===== src/rtl/axi4_stream_ratio_upsizer_if.sv =====
// AXI4-Stream bundle shared by the upsizer's narrow and wide sides.
// Field widths are set per instance so each side carries its own widths.
interface axi4_stream_if #(
    parameter int DATA_WIDTH = 16,
    parameter int ID_WIDTH   = 1,
    parameter int DEST_WIDTH = 1,
    parameter int USER_WIDTH = 1
);
    logic                    tvalid;
    logic                    tready;
    logic [DATA_WIDTH-1:0]   tdata;
    logic [DATA_WIDTH/8-1:0] tkeep;
    logic [DATA_WIDTH/8-1:0] tstrb;
    logic                    tlast;
    logic [ID_WIDTH-1:0]     tid;
    logic [DEST_WIDTH-1:0]   tdest;
    logic [USER_WIDTH-1:0]   tuser;

    modport master (
        output tvalid, tdata, tkeep, tstrb, tlast, tid, tdest, tuser,
        input  tready
    );

    modport slave (
        input  tvalid, tdata, tkeep, tstrb, tlast, tid, tdest, tuser,
        output tready
    );
endinterface


===== src/rtl/axi4_stream_ratio_upsizer.sv =====
// Packet-aware AXI4-Stream upsizer: packs RATIO narrow beats into one registered wide beat.
// Optional AXI4_STREAM_RATIO_UPSIZER_TUSER_PACK_EN carries per-lane tuser instead of first-beat tuser.
module axi4_stream_ratio_upsizer #(
    parameter int RX_TDATA_WIDTH = 16,
    parameter int RATIO          = 4,
    parameter int TID_WIDTH      = 1,
    parameter int TDEST_WIDTH    = 1,
    parameter int TUSER_WIDTH    = 1
) (
    input  logic          clk_i,
    input  logic          rst_n_i,
    axi4_stream_if.slave  pkt_i,
    axi4_stream_if.master pkt_o
);
    localparam int TX_TDATA_WIDTH = RATIO * RX_TDATA_WIDTH;
    localparam int RX_KW          = RX_TDATA_WIDTH / 8;
    localparam int TX_KW          = TX_TDATA_WIDTH / 8;
    localparam int LANE_W         = (RATIO > 1) ? $clog2(RATIO) : 1;
`ifdef AXI4_STREAM_RATIO_UPSIZER_TUSER_PACK_EN
    localparam int OUT_TUSER_W    = RATIO * TUSER_WIDTH;
`else
    localparam int OUT_TUSER_W    = TUSER_WIDTH;
`endif
    localparam logic [LANE_W-1:0] LAST_LANE = LANE_W'(RATIO - 1);

    if ((RX_TDATA_WIDTH % 8) != 0) begin : g_bad_width
        $error("RX_TDATA_WIDTH must be a multiple of 8");
    end
    if (RATIO < 1) begin : g_bad_ratio
        $error("RATIO must be >= 1");
    end

    logic [TX_TDATA_WIDTH-1:0] acc_data, acc_data_n, mrg_data, fresh_data;
    logic [TX_KW-1:0]          acc_keep, acc_keep_n, mrg_keep, fresh_keep;
    logic [TX_KW-1:0]          acc_strb, acc_strb_n, mrg_strb, fresh_strb;
    logic [OUT_TUSER_W-1:0]    acc_user, acc_user_n, mrg_user, fresh_user;
    logic [TID_WIDTH-1:0]      acc_tid, acc_tid_n, mrg_tid;
    logic [TDEST_WIDTH-1:0]    acc_tdest, acc_tdest_n, mrg_tdest;
    logic [LANE_W-1:0]         lane, lane_n;
    logic                      acc_busy, acc_busy_n, pend, pend_n;

    logic                      out_valid, out_valid_n, out_last, out_last_n;
    logic [TX_TDATA_WIDTH-1:0] out_data, out_data_n;
    logic [TX_KW-1:0]          out_keep, out_keep_n, out_strb, out_strb_n;
    logic [TID_WIDTH-1:0]      out_tid, out_tid_n;
    logic [TDEST_WIDTH-1:0]    out_tdest, out_tdest_n;
    logic [OUT_TUSER_W-1:0]    out_user, out_user_n;

    logic        out_free, rx_ready, rx_hs, tx_hs, stream_switch;
    int unsigned lane_idx;

    always_comb begin
        out_free      = !out_valid || pkt_o.tready;
        rx_ready      = out_free && !pend;
        rx_hs         = pkt_i.tvalid && rx_ready;
        tx_hs         = out_valid && pkt_o.tready;
        lane_idx      = 32'(lane);
        stream_switch = (RATIO > 1) && acc_busy &&
                        ({pkt_i.tid, pkt_i.tdest} != {acc_tid, acc_tdest});

        // Current beat merged into the accumulator, and as lane 0 of an empty word
        mrg_data = acc_data;
        mrg_keep = acc_keep;
        mrg_strb = acc_strb;
        mrg_data[lane_idx*RX_TDATA_WIDTH +: RX_TDATA_WIDTH] = pkt_i.tdata;
        mrg_keep[lane_idx*RX_KW +: RX_KW] = pkt_i.tkeep;
        mrg_strb[lane_idx*RX_KW +: RX_KW] = pkt_i.tstrb;
        fresh_data = '0;
        fresh_keep = '0;
        fresh_strb = '0;
        fresh_data[RX_TDATA_WIDTH-1:0] = pkt_i.tdata;
        fresh_keep[RX_KW-1:0] = pkt_i.tkeep;
        fresh_strb[RX_KW-1:0] = pkt_i.tstrb;
`ifdef AXI4_STREAM_RATIO_UPSIZER_TUSER_PACK_EN
        mrg_user = acc_user;
        mrg_user[lane_idx*TUSER_WIDTH +: TUSER_WIDTH] = pkt_i.tuser;
        fresh_user = '0;
        fresh_user[TUSER_WIDTH-1:0] = pkt_i.tuser;
`else
        mrg_user   = acc_busy ? acc_user : pkt_i.tuser;
        fresh_user = pkt_i.tuser;
`endif
        mrg_tid   = acc_busy ? acc_tid : pkt_i.tid;
        mrg_tdest = acc_busy ? acc_tdest : pkt_i.tdest;

        acc_data_n  = acc_data;
        acc_keep_n  = acc_keep;
        acc_strb_n  = acc_strb;
        acc_user_n  = acc_user;
        acc_tid_n   = acc_tid;
        acc_tdest_n = acc_tdest;
        lane_n      = lane;
        acc_busy_n  = acc_busy;
        pend_n      = pend;
        out_valid_n = out_valid;
        out_data_n  = out_data;
        out_keep_n  = out_keep;
        out_strb_n  = out_strb;
        out_last_n  = out_last;
        out_tid_n   = out_tid;
        out_tdest_n = out_tdest;
        out_user_n  = out_user;

        if (tx_hs) out_valid_n = 1'b0;

        if (pend || (rx_hs && stream_switch)) begin
            // Both cases emit the accumulator as-is; a pending word is always a packet end
            if (out_free) begin
                out_valid_n = 1'b1;
                out_data_n  = acc_data;
                out_keep_n  = acc_keep;
                out_strb_n  = acc_strb;
                out_last_n  = pend;
                out_tid_n   = acc_tid;
                out_tdest_n = acc_tdest;
                out_user_n  = acc_user;
                acc_data_n  = '0;
                acc_keep_n  = '0;
                acc_strb_n  = '0;
                acc_user_n  = '0;
                lane_n      = '0;
                acc_busy_n  = 1'b0;
                pend_n      = 1'b0;
            end
            if (!pend) begin
                acc_data_n  = fresh_data;
                acc_keep_n  = fresh_keep;
                acc_strb_n  = fresh_strb;
                acc_user_n  = fresh_user;
                acc_tid_n   = pkt_i.tid;
                acc_tdest_n = pkt_i.tdest;
                acc_busy_n  = 1'b1;
                pend_n      = pkt_i.tlast;
                lane_n      = pkt_i.tlast ? '0 : LANE_W'(1);
            end
        end else if (rx_hs) begin
            if (lane == LAST_LANE || pkt_i.tlast) begin
                out_valid_n = 1'b1;
                out_data_n  = mrg_data;
                out_keep_n  = mrg_keep;
                out_strb_n  = mrg_strb;
                out_last_n  = pkt_i.tlast;
                out_tid_n   = mrg_tid;
                out_tdest_n = mrg_tdest;
                out_user_n  = mrg_user;
                acc_data_n  = '0;
                acc_keep_n  = '0;
                acc_strb_n  = '0;
                acc_user_n  = '0;
                lane_n      = '0;
                acc_busy_n  = 1'b0;
            end else begin
                acc_data_n  = mrg_data;
                acc_keep_n  = mrg_keep;
                acc_strb_n  = mrg_strb;
                acc_user_n  = mrg_user;
                acc_tid_n   = mrg_tid;
                acc_tdest_n = mrg_tdest;
                lane_n      = lane + 1'b1;
                acc_busy_n  = 1'b1;
            end
        end
    end

    always_ff @(posedge clk_i or negedge rst_n_i) begin
        if (!rst_n_i) begin
            acc_data  <= '0;
            acc_keep  <= '0;
            acc_strb  <= '0;
            acc_user  <= '0;
            acc_tid   <= '0;
            acc_tdest <= '0;
            lane      <= '0;
            acc_busy  <= 1'b0;
            pend      <= 1'b0;
            out_valid <= 1'b0;
            out_data  <= '0;
            out_keep  <= '0;
            out_strb  <= '0;
            out_last  <= 1'b0;
            out_tid   <= '0;
            out_tdest <= '0;
            out_user  <= '0;
        end else begin
            acc_data  <= acc_data_n;
            acc_keep  <= acc_keep_n;
            acc_strb  <= acc_strb_n;
            acc_user  <= acc_user_n;
            acc_tid   <= acc_tid_n;
            acc_tdest <= acc_tdest_n;
            lane      <= lane_n;
            acc_busy  <= acc_busy_n;
            pend      <= pend_n;
            out_valid <= out_valid_n;
            out_data  <= out_data_n;
            out_keep  <= out_keep_n;
            out_strb  <= out_strb_n;
            out_last  <= out_last_n;
            out_tid   <= out_tid_n;
            out_tdest <= out_tdest_n;
            out_user  <= out_user_n;
        end
    end

    assign pkt_i.tready = rx_ready;
    assign pkt_o.tvalid = out_valid;
    assign pkt_o.tdata  = out_data;
    assign pkt_o.tkeep  = out_keep;
    assign pkt_o.tstrb  = out_strb;
    assign pkt_o.tlast  = out_last;
    assign pkt_o.tid    = out_tid;
    assign pkt_o.tdest  = out_tdest;
    assign pkt_o.tuser  = out_user;
endmodule


===== src/flat_wrapper.sv =====
// flat-port wrapper written by rule: the top's interface ports become plain ports
module axi4_stream_ratio_upsizer_flat 
#(
    parameter int RX_TDATA_WIDTH = 16,
    parameter int RATIO          = 4,
    parameter int TID_WIDTH      = 1,
    parameter int TDEST_WIDTH    = 1,
    parameter int TUSER_WIDTH    = 1
)
  (clk_i, rst_n_i, pkt_i_tvalid, pkt_i_tdata, pkt_i_tkeep, pkt_i_tstrb, pkt_i_tlast, pkt_i_tid, pkt_i_tdest, pkt_i_tuser, pkt_i_tready, pkt_o_tvalid, pkt_o_tdata, pkt_o_tkeep, pkt_o_tstrb, pkt_o_tlast, pkt_o_tid, pkt_o_tdest, pkt_o_tuser, pkt_o_tready);
  axi4_stream_if #(.DATA_WIDTH(16), .ID_WIDTH(1), .DEST_WIDTH(1), .USER_WIDTH(1)) pkt_i_i ();
  axi4_stream_if #(.DATA_WIDTH(64), .ID_WIDTH(1), .DEST_WIDTH(1), .USER_WIDTH((1))) pkt_o_i ();
  input  logic clk_i;
  input  logic rst_n_i;
  input wire logic [$bits(pkt_i_i.tvalid)-1:0] pkt_i_tvalid;
  input wire logic [$bits(pkt_i_i.tdata)-1:0] pkt_i_tdata;
  input wire logic [$bits(pkt_i_i.tkeep)-1:0] pkt_i_tkeep;
  input wire logic [$bits(pkt_i_i.tstrb)-1:0] pkt_i_tstrb;
  input wire logic [$bits(pkt_i_i.tlast)-1:0] pkt_i_tlast;
  input wire logic [$bits(pkt_i_i.tid)-1:0] pkt_i_tid;
  input wire logic [$bits(pkt_i_i.tdest)-1:0] pkt_i_tdest;
  input wire logic [$bits(pkt_i_i.tuser)-1:0] pkt_i_tuser;
  output wire logic [$bits(pkt_i_i.tready)-1:0] pkt_i_tready;
  output wire logic [$bits(pkt_o_i.tvalid)-1:0] pkt_o_tvalid;
  output wire logic [$bits(pkt_o_i.tdata)-1:0] pkt_o_tdata;
  output wire logic [$bits(pkt_o_i.tkeep)-1:0] pkt_o_tkeep;
  output wire logic [$bits(pkt_o_i.tstrb)-1:0] pkt_o_tstrb;
  output wire logic [$bits(pkt_o_i.tlast)-1:0] pkt_o_tlast;
  output wire logic [$bits(pkt_o_i.tid)-1:0] pkt_o_tid;
  output wire logic [$bits(pkt_o_i.tdest)-1:0] pkt_o_tdest;
  output wire logic [$bits(pkt_o_i.tuser)-1:0] pkt_o_tuser;
  input wire logic [$bits(pkt_o_i.tready)-1:0] pkt_o_tready;
  assign pkt_i_i.tvalid = pkt_i_tvalid;
  assign pkt_i_i.tdata = pkt_i_tdata;
  assign pkt_i_i.tkeep = pkt_i_tkeep;
  assign pkt_i_i.tstrb = pkt_i_tstrb;
  assign pkt_i_i.tlast = pkt_i_tlast;
  assign pkt_i_i.tid = pkt_i_tid;
  assign pkt_i_i.tdest = pkt_i_tdest;
  assign pkt_i_i.tuser = pkt_i_tuser;
  assign pkt_i_tready = pkt_i_i.tready;
  assign pkt_o_tvalid = pkt_o_i.tvalid;
  assign pkt_o_tdata = pkt_o_i.tdata;
  assign pkt_o_tkeep = pkt_o_i.tkeep;
  assign pkt_o_tstrb = pkt_o_i.tstrb;
  assign pkt_o_tlast = pkt_o_i.tlast;
  assign pkt_o_tid = pkt_o_i.tid;
  assign pkt_o_tdest = pkt_o_i.tdest;
  assign pkt_o_tuser = pkt_o_i.tuser;
  assign pkt_o_i.tready = pkt_o_tready;
  axi4_stream_ratio_upsizer #(.RX_TDATA_WIDTH(RX_TDATA_WIDTH), .RATIO(RATIO), .TID_WIDTH(TID_WIDTH), .TDEST_WIDTH(TDEST_WIDTH), .TUSER_WIDTH(TUSER_WIDTH)) u_core (.clk_i(clk_i), .rst_n_i(rst_n_i), .pkt_i(pkt_i_i), .pkt_o(pkt_o_i));
endmodule

===== config.mk =====
export PLATFORM = sky130hd
export DESIGN_NAME = axi4_stream_ratio_upsizer_flat
export DESIGN_NICKNAME = d
export VERILOG_FILES = /design/src/rtl/axi4_stream_ratio_upsizer_if.sv /design/src/rtl/axi4_stream_ratio_upsizer.sv /design/src/flat_wrapper.sv
export SDC_FILE = /design/constraint.sdc
export NUM_CORES = 1
export LEC_CHECK = 0
export BUFFER_PORTS_ARGS = -buffer_cell sky130_fd_sc_hd__buf_2
export CAP_MARGIN = 25
export CELL_PAD_IN_SITES_DETAIL_PLACEMENT = 1
export CELL_PAD_IN_SITES_GLOBAL_PLACEMENT = 1
export CORE_MARGIN = 2
export CORE_UTILIZATION = 35
export CTS_BUF_LIST = sky130_fd_sc_hd__clkbuf_16
export DETAILED_ROUTE_END_ITERATION = 16
export HOLD_SLACK_MARGIN = 0.12
export PLACE_DENSITY_LB_ADDON = 0.1
export SLEW_MARGIN = 10
export SYNTH_ARGS = -nofsm -noshare
export SYNTH_HDL_FRONTEND = slang
export SYNTH_SLANG_ARGS = --single-unit

===== constraint.sdc =====
create_clock -name clk_i -period 2.61 [get_ports clk_i]
set_clock_uncertainty 0.1 [all_clocks]
set_input_delay 0.1305 -clock clk_i [delete_from_list [all_inputs] [get_ports clk_i]]
set_output_delay 0.1305 -clock clk_i [all_outputs]
set_load 0.01 [all_outputs]

==> results_dict.tcl <==
set metrics [dict create \
    status "completed" \
    cts_max_level 4 \
    grt_max_degree 59 \
    global_route.usage.total_pct 24.1 \
    setup.worst_path.class "register to register" \
    timing_worst_slew_pin_value_ps 699 \
    r2r_end "u_core.pkt_o.tdata[32]" \
    postSynthRegisterBits 172 \
    diodes 0 \
    wl_per_cell_um 23.3 \
    number_of_antenna_violations_at_the_first_check_in_global_routing 0 \
    post_cts_hold_buffer_count 29 \
    worst_setup_hold_path_clk_slew_ps 80 \
    cp_max_fo 16 \
    grt.overflow.total 0 \
    filler_cell_count 2621 \
    dr_total_vias 7153 \
    cts-resized-gates 0 \
    floorplan.die.height_um 158 \
    maxSlewViolCount 0 \
    finalHoldViolations 0 \
    global_route_wire_length_before_repair_mm 45.8 \
    worstSkewPairLatency_ps 440 \
    final_common_cell "sky130_fd_sc_hd__dfrtp_1" \
    synth_xor_xnor_area_share_pct 0.210 \
    holdCritPathClass "primary input to async pin" \
    required_arrival_time_at_the_worst_endpoint_ps 2890 \
    clock_tree.root_cell "sky130_fd_sc_hd__clkbuf_16" \
    timing.max_cap.violations 0 \
    drtIter0Drc 349 \
    post_synth_and_or_nand_nor_area_fraction_pct 15.2 \
    mostFrequentLayoutCells "sky130_fd_sc_hd__dfrtp_1 (172), sky130_fd_sc_hd__buf_2 (112), sky130_fd_sc_hd__nor2b_1 (81), sky130_fd_sc_hd__a21oi_1 (81)" \
    synth.mux.area_fraction_pct 1.21 \
    area_occupied_by_multi_input_gates_mm2 0.00369 \
    place_worst_setup_slack_ps 237 \
    count_of_buffers_from_port_buffering 113 \
    vias_per_cell 5.80 \
    slew_headroom_pct 53.4 \
    clock.fmax_mhz 424 \
    hpwl_mm 17.7 \
    r2r-start "u_core.lane[1]" \
    top_level_ports 114 \
    irDropWorstVdd_mv 0.478 \
    cts_sink_cnt 172 \
    synthesis.area_per_instance_um2 10.6 \
    critPathArrivalTime_ps 2640 \
    die-area_mm2 0.0251 \
    coreArea_mm2 0.0234 \
    setup_ws_ps 254 \
    cts_tree "done" \
    yosys.area_share.adder_pct 0.900 \
    syn-cell-area_mm2 0.00834 \
    synth_cell_types 40 \
    final-seq-area_mm2 0.00430 \
    cts-root-to-sink-buffers 2 \
    r2r.worst_path.cells 7 \
    end_kind "register" \
    synth_top_family_by_area "compound AO/OA/AOI/OAI gates" \
    rsz0062_at_grt "no" \
    first_global_vias 7828 \
    nets 936 \
    synth_seq_area_share_pct 51.6 \
    layout_cell_share_with_drive_strength_beyond_1_pct 28.6 \
    setup.worst_path.start_class "register" \
    postSynthNetCount 822 \
    firstDrtPassIters 4 \
    drc_violation_count_after_routing 0 \
    rows 56 \
    min_period_ps 2360 \
    finalWirelength_mm 28.8 \
    power_per_cell_area_mw_per_mm2 905 \
    synthesis.instances 788 \
    fin_tns_setup_ps 0 \
    number_of_buffers_inserted_by_post_cts_setup_repair 0 \
    floorplan.initialDensity_pct 35.7 \
    timing.final.setup_violations 0 \
    cts_buf_count 17 \
    yosys_warnings 0 \
    areaGrowthSynthToFinish_pct 21.4 \
    timing.reg2reg.setup_slack_ps 250 \
    number_of_nets_with_antenna_violations_after_routing 0 \
    finalWeightedCongestion 0.775 \
    compound_cell_area_share_of_the_yosys_netlist_pct 25.8 \
    static-leakage-power_nw 4.57 \
    die_x_um 158 \
    period_share_pct 90.3 \
]
[power by group]
part	switching, mW	internal [mW]
clock network	1.20	1.23
registers	0.295	3.02
logic	2.31	1.11
total	3.81	5.36
[state kept, by name, summed over array words and instances (netlist names)]
| name | count |
|---|---|
| u_core.acc_tdest | 1 |
| u_core.acc_strb | 8 |
| u_core.acc_busy | 1 |
| u_core.pkt_o.tdest | 1 |
| u_core.acc_keep | 8 |
| u_core.pkt_o.tkeep | 8 |
| u_core.pkt_o.tlast | 1 |
| u_core.pkt_o.tvalid | 1 |
| u_core.pkt_o.tuser | 1 |
| u_core.pkt_o.tdata | 64 |
| u_core.acc_tid | 1 |
| u_core.pend | 1 |
| u_core.acc_data | 64 |
| u_core.pkt_o.tstrb | 8 |
| u_core.pkt_o.tid | 1 |
| u_core.lane | 2 |
| u_core.acc_user | 1 |
[cell families after synthesis]
group / after synthesis
AO/OA/AOI/OAI: 275
XOR/XNOR: 2
adder cells (fa/ha/maj): 6
buffers and inverters: 80
flip-flops: 172
multiplexers: 9
AND/OR/NAND/NOR: 244
[worst max-delay path, stage by stage, from the launching register on]
cell	delay, ps
sky130_fd_sc_hd__dfrtp_1	410
sky130_fd_sc_hd__inv_1	130
sky130_fd_sc_hd__ha_1	450
sky130_fd_sc_hd__nor4bb_4	390
sky130_fd_sc_hd__buf_4	310
sky130_fd_sc_hd__a21oi_1	150
sky130_fd_sc_hd__nor3_1	210
sky130_fd_sc_hd__a221o_1	150
[final cells by class]
type                            count  area share [%]
Clock buffer                       17            4.20
Clock inverter                     15            1.16
Inverter                            4           0.148
Multi-Input combinational cell    536            36.4
Sequential cell                   172            42.5
Tap cell                          319            3.94
Timing Repair Buffer              171            11.7
[routing by layer]
metal  up-vias  routed length (um)  track usage [%]
met1      3790               12800             31.0
li1       3163                   -                -
met4         0                 575             7.46
met3        34                 902             3.40
met2       166               14500             42.0
met5         -                   0                0
[synthesized netlist by cell type, drive strengths merged]
cell type	number	area share (%)
xnor2	2	0.21
o22a	1	0.10
and2	2	0.15
or2	1	0.075
dfrtp	172	52
o21ai	84	8.1
and3	1	0.075
nor3	80	4.8
and4b	1	0.12
or3	1	0.075
a21o	1	0.090
inv	4	0.18
a32oi	20	2.1
nand4	2	0.15
a21boi	1	0.13
nand2	64	2.9
ha	6	0.90
o311ai	1	0.10
mux2	9	1.2
a2111oi	1	0.10
nor4bb	3	0.36
a32o	1	0.12
o22ai	1	0.15
nor2b	81	6.1
o211ai	1	0.090
clkbuf	37	1.7
or3b	1	0.10
nand2b	1	0.10
buf	39	3.2
nor2	6	0.27
a22o	1	0.10
a221o	80	9.6
a21oi	81	4.9
a22oi	1	0.15
[per-stage QoR]
| step | cells | cell area [um^2] | utilization, % | power [mW] | hold WS, ps |
|---|---|---|---|---|---|
| 6_report | 1234 | 10100 | 43.3 | 9.16 | 137 |
| 3_5_place_dp | 1173 | 9290 | 39.7 | 6.75 | 59.1 |
| 2_1_floorplan | 788 | 8340 | - | 5.40 | -265 |
| 3_3_place_gp | 1173 | 9290 | 39.7 | 6.64 | 55.0 |
| 5_1_grt | 1234 | 10100 | 43.3 | 9.62 | 200 |
| 4_1_cts | 1234 | 10100 | 43.3 | 9.23 | 156 |
[how the worst max path moves through the flow]
stage / from / to / slack, ps / cells after the start
CTS: u_core.lane[1] / u_core.pkt_o.tdata[38] / 230 / 7
floorplan: u_core.lane[0] / u_core.pkt_o.tdata[0] / 530 / 7
finish: u_core.lane[1] / u_core.pkt_o.tdata[32] / 250 / 7
global route: u_core.lane[1] / u_core.pkt_o.tdata[46] / 50 / 7
detailed placement: u_core.lane[1] / u_core.pkt_o.tdata[38] / 240 / 7
global placement: u_core.lane[0] / u_core.pkt_o.tdata[41] / 360 / 7
Power figures use the tool's default switching activity.
